## config.mk

```make
export PLATFORM = sky130hd
export DESIGN_NAME = program_assembler
export DESIGN_NICKNAME = d
export VERILOG_FILES = /design/src/rtl/program_assembler.sv
export SDC_FILE = /design/constraint.sdc
export NUM_CORES = 1
export LEC_CHECK = 0
export BUFFER_PORTS_ARGS = -buffer_cell sky130_fd_sc_hd__buf_2
export CAP_MARGIN = 25
export CORE_MARGIN = 4
export CORE_UTILIZATION = 47
export CTS_CLUSTER_SIZE = 10
export DETAILED_ROUTE_END_ITERATION = 16
export PLACE_DENSITY = 0.88
export SLEW_MARGIN = 10
export SYNTH_ARGS = -nofsm -noshare
export SYNTH_HDL_FRONTEND = slang
export SYNTH_SLANG_ARGS = --single-unit
```

## constraint.sdc

```tcl
create_clock -name clk -period 2 [get_ports clk]
set_clock_uncertainty 0.2 [all_clocks]
set_input_delay 0 -clock clk [delete_from_list [all_inputs] [get_ports clk]]
set_output_delay 0 -clock clk [all_outputs]
set_load 0.02 [all_outputs]
```

## src/rtl/program_assembler.sv

```systemverilog
// program_assembler
// Packs front-panel fields into an instruction word. Each qualified button
// press becomes one registered write into the program instruction RAM.
//
// Ports:
//   clk      : system clock; all state changes on the rising edge
//   rst      : synchronous active-high reset
//   prog     : programming mode enable; presses are ignored when low
//   clear    : synchronous program restart (count/address to 0, flags cleared)
//   value    : immediate field
//   dest     : destination register field
//   src      : source register field
//   asm_op   : opcode request lines; the highest set index wins
//   wr_en    : one-cycle RAM write strobe
//   wr_addr  : RAM write address
//   wr_data  : assembled instruction
//   count    : number of instructions stored, 0..DEPTH
//   full     : count == DEPTH
//   overflow : sticky; a press was dropped while full
//
// Write interface: wr_en is a strobe with no back-pressure. The RAM must
// accept wr_addr/wr_data in every cycle where wr_en is 1. wr_addr and
// wr_data hold their previous values while wr_en is 0.
//
// Instruction layout (LSB first): value, 4-bit dest slot, 4-bit src slot,
// 8-bit opcode slot. All slots are zero-extended.
module program_assembler #(
  parameter int VALUE_W = 16,
  parameter int REG_W   = 2,
  parameter int NUM_OPS = 8,
  parameter int ADDR_W  = 8
) (
  input  logic                 clk,
  input  logic                 rst,
  input  logic                 prog,
  input  logic                 clear,
  input  logic [VALUE_W-1:0]   value,
  input  logic [REG_W-1:0]     dest,
  input  logic [REG_W-1:0]     src,
  input  logic [NUM_OPS-1:0]   asm_op,
  output logic                 wr_en,
  output logic [ADDR_W-1:0]    wr_addr,
  output logic [VALUE_W+15:0]  wr_data,
  output logic [ADDR_W:0]      count,
  output logic                 full,
  output logic                 overflow
);

  localparam int INST_W = VALUE_W + 16;
  localparam int OPC_W  = (NUM_OPS > 1) ? $clog2(NUM_OPS) : 1;
  // DEPTH = 2**ADDR_W, expressed at the width of count.
  localparam logic [ADDR_W:0] DEPTH_C = {1'b1, {ADDR_W{1'b0}}};

  logic              any;
  logic              any_d;
  logic              press;
  logic [OPC_W-1:0]  opc;
  logic [INST_W-1:0] inst;

  // Priority encoder: the later (higher-index) match overrides earlier ones.
  always_comb begin
    opc = '0;
    for (int i = 0; i < NUM_OPS; i++) begin
      if (asm_op[i]) opc = OPC_W'(i);
    end
  end

  always_comb begin
    inst = '0;
    inst[VALUE_W-1:0]           = value;
    inst[VALUE_W +: REG_W]      = dest;
    inst[VALUE_W + 4 +: REG_W]  = src;
    inst[VALUE_W + 8 +: OPC_W]  = opc;
  end

  assign any = |asm_op;
  // Rising edge of "any line held": holding a button, or adding more lines
  // while one is held, never produces a second press.
  assign press = prog & any & ~any_d;
  assign full  = (count == DEPTH_C);

  always_ff @(posedge clk) begin
    if (rst) begin
      any_d    <= 1'b0;
      wr_en    <= 1'b0;
      wr_addr  <= '0;
      wr_data  <= '0;
      count    <= '0;
      overflow <= 1'b0;
    end else begin
      // Press history tracks the lines unconditionally, so raising prog or
      // releasing clear while a button is held does not create a press.
      any_d <= any;
      wr_en <= 1'b0;
      if (clear) begin
        count    <= '0;
        overflow <= 1'b0;
      end else if (press) begin
        if (!full) begin
          wr_en   <= 1'b1;
          wr_addr <= count[ADDR_W-1:0];
          wr_data <= inst;
          count   <= count + 1'b1;
        end else begin
          overflow <= 1'b1;
        end
      end
    end
  end

endmodule

```

==> summary.txt <==
Placement
  – Placed cells: 343
  – PortBufs: 74
  – DP HPWL: 3.56 mm
  – Gpl congestion: 0.855

Synthesis
  – Mapped Cells: 227
  – Seq cells post-synth: 43
  – Dominant combinational cell family by area after synthesis: compound AO/OA/AOI/OAI gates
  – Post-Syn Area per Cell: 8.66 µm²
  – Post-synthesis sequential area ratio: 43.8%
  – Post-Synthesis Cell Area: 1970 µm²
  – Simple-Gate Fraction of Synth Area: 19.8%
  – Post-Synth XOR/XNOR Area: 1.34%
  – Synth Area in Adders: 1.27%
  – Synth warn: 0
  – Post-synthesis compound-gate area fraction: 23.0%
  – Post-synthesis mux area share: 0.509%
  – Count of cell types in the netlist: 38

Setup path
  – Critical path, cell by cell: nor4b_4 > nand2_1 > inv_1 > buf_2
  – Crit Path Class: flop to output port
  – Critical-path maximum fanout: 9
  – Slowest stage delay, CP: 0.41 ns
  – Element type at the critical path start: flop
  – Worst Setup End Kind: output port
  – Worst EP required: 1.80 ns
  – Arrival @ worst endpoint: 1.68 ns
  – Slowest-stage cell, CP: dfxtp_1

Route
  – # DRC: 0
  – Total detailed-routing wirelength: 5.59 mm
  – Detailed Route Iter0 Violations: 116
  – Via density per instance: 5.40
  – Routed Antenna Nets: 0
  – Drt wl/cell: 14.7 µm
  – DRT Pass-1 Iters: 4
  – Vias after detailed routing: 2,056

Final layout
  – Fillers: 336
  – Area growth syn-to-layout: 41.3%
  – Share of cells above drive strength 1: 31.4%
  – Nets: 364
  – Multi-input logic area: 953 µm²
  – Most common cell after layout, fill and taps aside: buf_2
  – Most frequent cells in the layout: buf_2 (74), dfxtp_1 (43), a21oi_1 (38), o21ai_0 (33), nand3_1 (32)
  – Diode count: 0
  – Final Non-Filler Cells: 381
  – FF/Latch Area: 861 µm²

Clocking
  – Root Buffer: clkbuf_8
  – CTS tree: done
  – CTS Buf Count: 5
  – Setup bufs post-CTS: 0
  – Clock latency on the worst-skew pair: 0.30 ns
  – Clk pin slew, worst setup/hold paths: 0.08 ns
  – Max H-tree Level: 2
  – Clock tree buffer depth: 2
  – # clock sinks: 43

STA
  – Fin. Hold Viols: 0
  – Fin crit period: 1.88 ns
  – Setup TNS: 0 ns
  – Final Cycle Share: 93.8%
  – Final setup viols: 0
  – RSZ-0062 raised after global routing: no
  – Final Max Slew Viols: 0
  – Max Clock Freq: 0.533 GHz

Global route
  – First-pass GRT wire length: 9.04 mm
  – Overflow after GRT: 0
  – Total track usage: 21.5%
  – Vias in the first global route: 1,960
  – Largest net degree at the start of global routing: 36
  – Antenna violations before repair: 0

Pwr
  – Cell area power density: 662 nW/µm²
  – Power share of the combinational group: 14.1%
  – Sequential fraction of design power: 48.1%
  – Power Total: 1840 µW
  – Worst vdd ir: 537 µV
  – Switching part of the total: 24.4%
  – Pleak: 0.00122 µW
  – P_sw: 450 µW
  – Clock power share: 37.8%
  – Int Pwr: 1390 µW

Floorplanning
  – Core area: 4030 µm²
  – Die Area: 5280 µm²
  – Die height: 72.7 µm
  – # IOs: 84
  – Num rows: 23
  – Die Wd: 72.7 µm
  – Initial Util: 48.8%

Worst hold path
  – Hold Crit Class: input port to flop

Outcome
  – Outcome: complete, no violations

Run
  – MaxCap Viol Count: 0
==> worst paths after layout <==
check | cells after the start | start | slack, ns | endpoint
max | 4 | count[2]$_SDFFE_PP0P_ | 0.12 | full
min | 5 | asm_op[3] | 0.003 | wr_data[24]$_SDFFE_PP0P_
max reg2reg | 5 | count[2]$_SDFFE_PP0P_ | 0.19 | wr_data[17]$_SDFFE_PP0P_
min reg2reg | 2 | wr_data[0]$_SDFFE_PP0P_ | 0.28 | wr_data[0]$_SDFFE_PP0P_
==> cell families after synthesis <==
family / Yosys count
AO/OA/AOI/OAI: 83
AND/OR/NAND/NOR: 62
flip-flops: 43
buffers and inverters: 32
XOR/XNOR: 3
adder cells (fa/ha/maj): 2
other: 1
multiplexers: 1
==> repair_timing <==
| item | 4_1_cts | 5_1_grt |
|---|---|---|
| resized for setup | 0 | 3 |
| hold buffers | 30 | 0 |
| endpoints found under the setup margin | 0 | 35 |
| hold endpoints to repair | 34 | 0 |
==> cells in the mapped netlist, drive strengths merged <==
| cell type | n | area share, % |
|---|---|---|
| a211oi | 1 | 0.38 |
| clkbuf | 10 | 2.1 |
| dfxtp | 43 | 44 |
| nor4b | 2 | 2.0 |
| nor3 | 1 | 0.25 |
| and4 | 1 | 0.45 |
| or4 | 3 | 1.3 |
| nor2 | 8 | 1.7 |
| mux2i | 1 | 0.51 |
| nor4 | 2 | 2.2 |
| o2111ai | 1 | 0.45 |
| and4b | 1 | 0.51 |
| a311oi | 2 | 0.89 |
| nand4 | 1 | 0.32 |
| o211ai | 3 | 1.1 |
| nand2b | 2 | 0.64 |
| nand2 | 4 | 0.76 |
| o21bai | 1 | 0.38 |
| nand3 | 32 | 8.1 |
| a21oi | 40 | 11 |
| or3 | 3 | 0.95 |
| ha | 2 | 1.3 |
| and3 | 1 | 0.32 |
| o21ai | 33 | 8.4 |
| buf | 17 | 7.1 |
| conb | 1 | 0.19 |
| inv | 5 | 0.95 |
| or2 | 1 | 0.32 |
| a21o | 2 | 0.83 |
| xor2 | 3 | 1.3 |
==> state kept, by name, indices dropped and copies added, names as in the netlist <==
signal	cells
wr_data	23
count	9
wr_addr	8
any_d	1
overflow	1
wr_en	1
==> worst max-delay path, delay by kind of cell (launching register included) <==
kind                   cells  cell delay, ns
buffers and inverters      2            0.38
and+or+nand+nor            2            0.59
DFF                        1            0.41
==> per-stage QoR <==
| stage | cell area [µm²] | hold WS (ns) | setup slack, ns | utilization [%] |
|---|---|---|---|---|
| 3_3_place_gp | 2340 | 0.0553 | 0.291 | 58.2 |
| 4_1_cts | 2760 | 0.00485 | 0.0361 | 68.6 |
| 2_1_floorplan | 2000 | -0.0571 | 0.122 | - |
| 5_1_grt | 2780 | 0.0301 | 0.0402 | 69.0 |
| 3_5_place_dp | 2340 | 0.0620 | 0.183 | 58.2 |
| 6_report | 2780 | 0.00313 | 0.123 | 69.0 |
==> power groups by stage <==
stage	registers, µW	logic [µW]	clock network, µW
detailed placement	903	208	0
global placement	903	203	0
floorplan	926	122	0
CTS	883	252	703
finish	884	260	696
global route	886	284	737
==> per-layer routing <==
| layer | vias up | part of all wire (%) | GRT usage, % |
|---|---|---|---|
| li1 | 1007 | - | - |
| met1 | 966 | 40 | 25.3 |
| met2 | 77 | 51 | 38.7 |
| met3 | 6 | 7.9 | 6.06 |
| met4 | 0 | 0.59 | 4.71 |
| met5 | - | 0 | 0 |
==> cell type report <==
type | instances | area share (%)
timing repair buffer | 115 | 27.6
clock inverter | 2 | 1.26
sequential | 43 | 31.0
clock buffer | 6 | 2.97
multi-input combinational | 160 | 34.3
tap | 50 | 2.25
inverter | 5 | 0.675
Power figures use the tool's default switching activity.
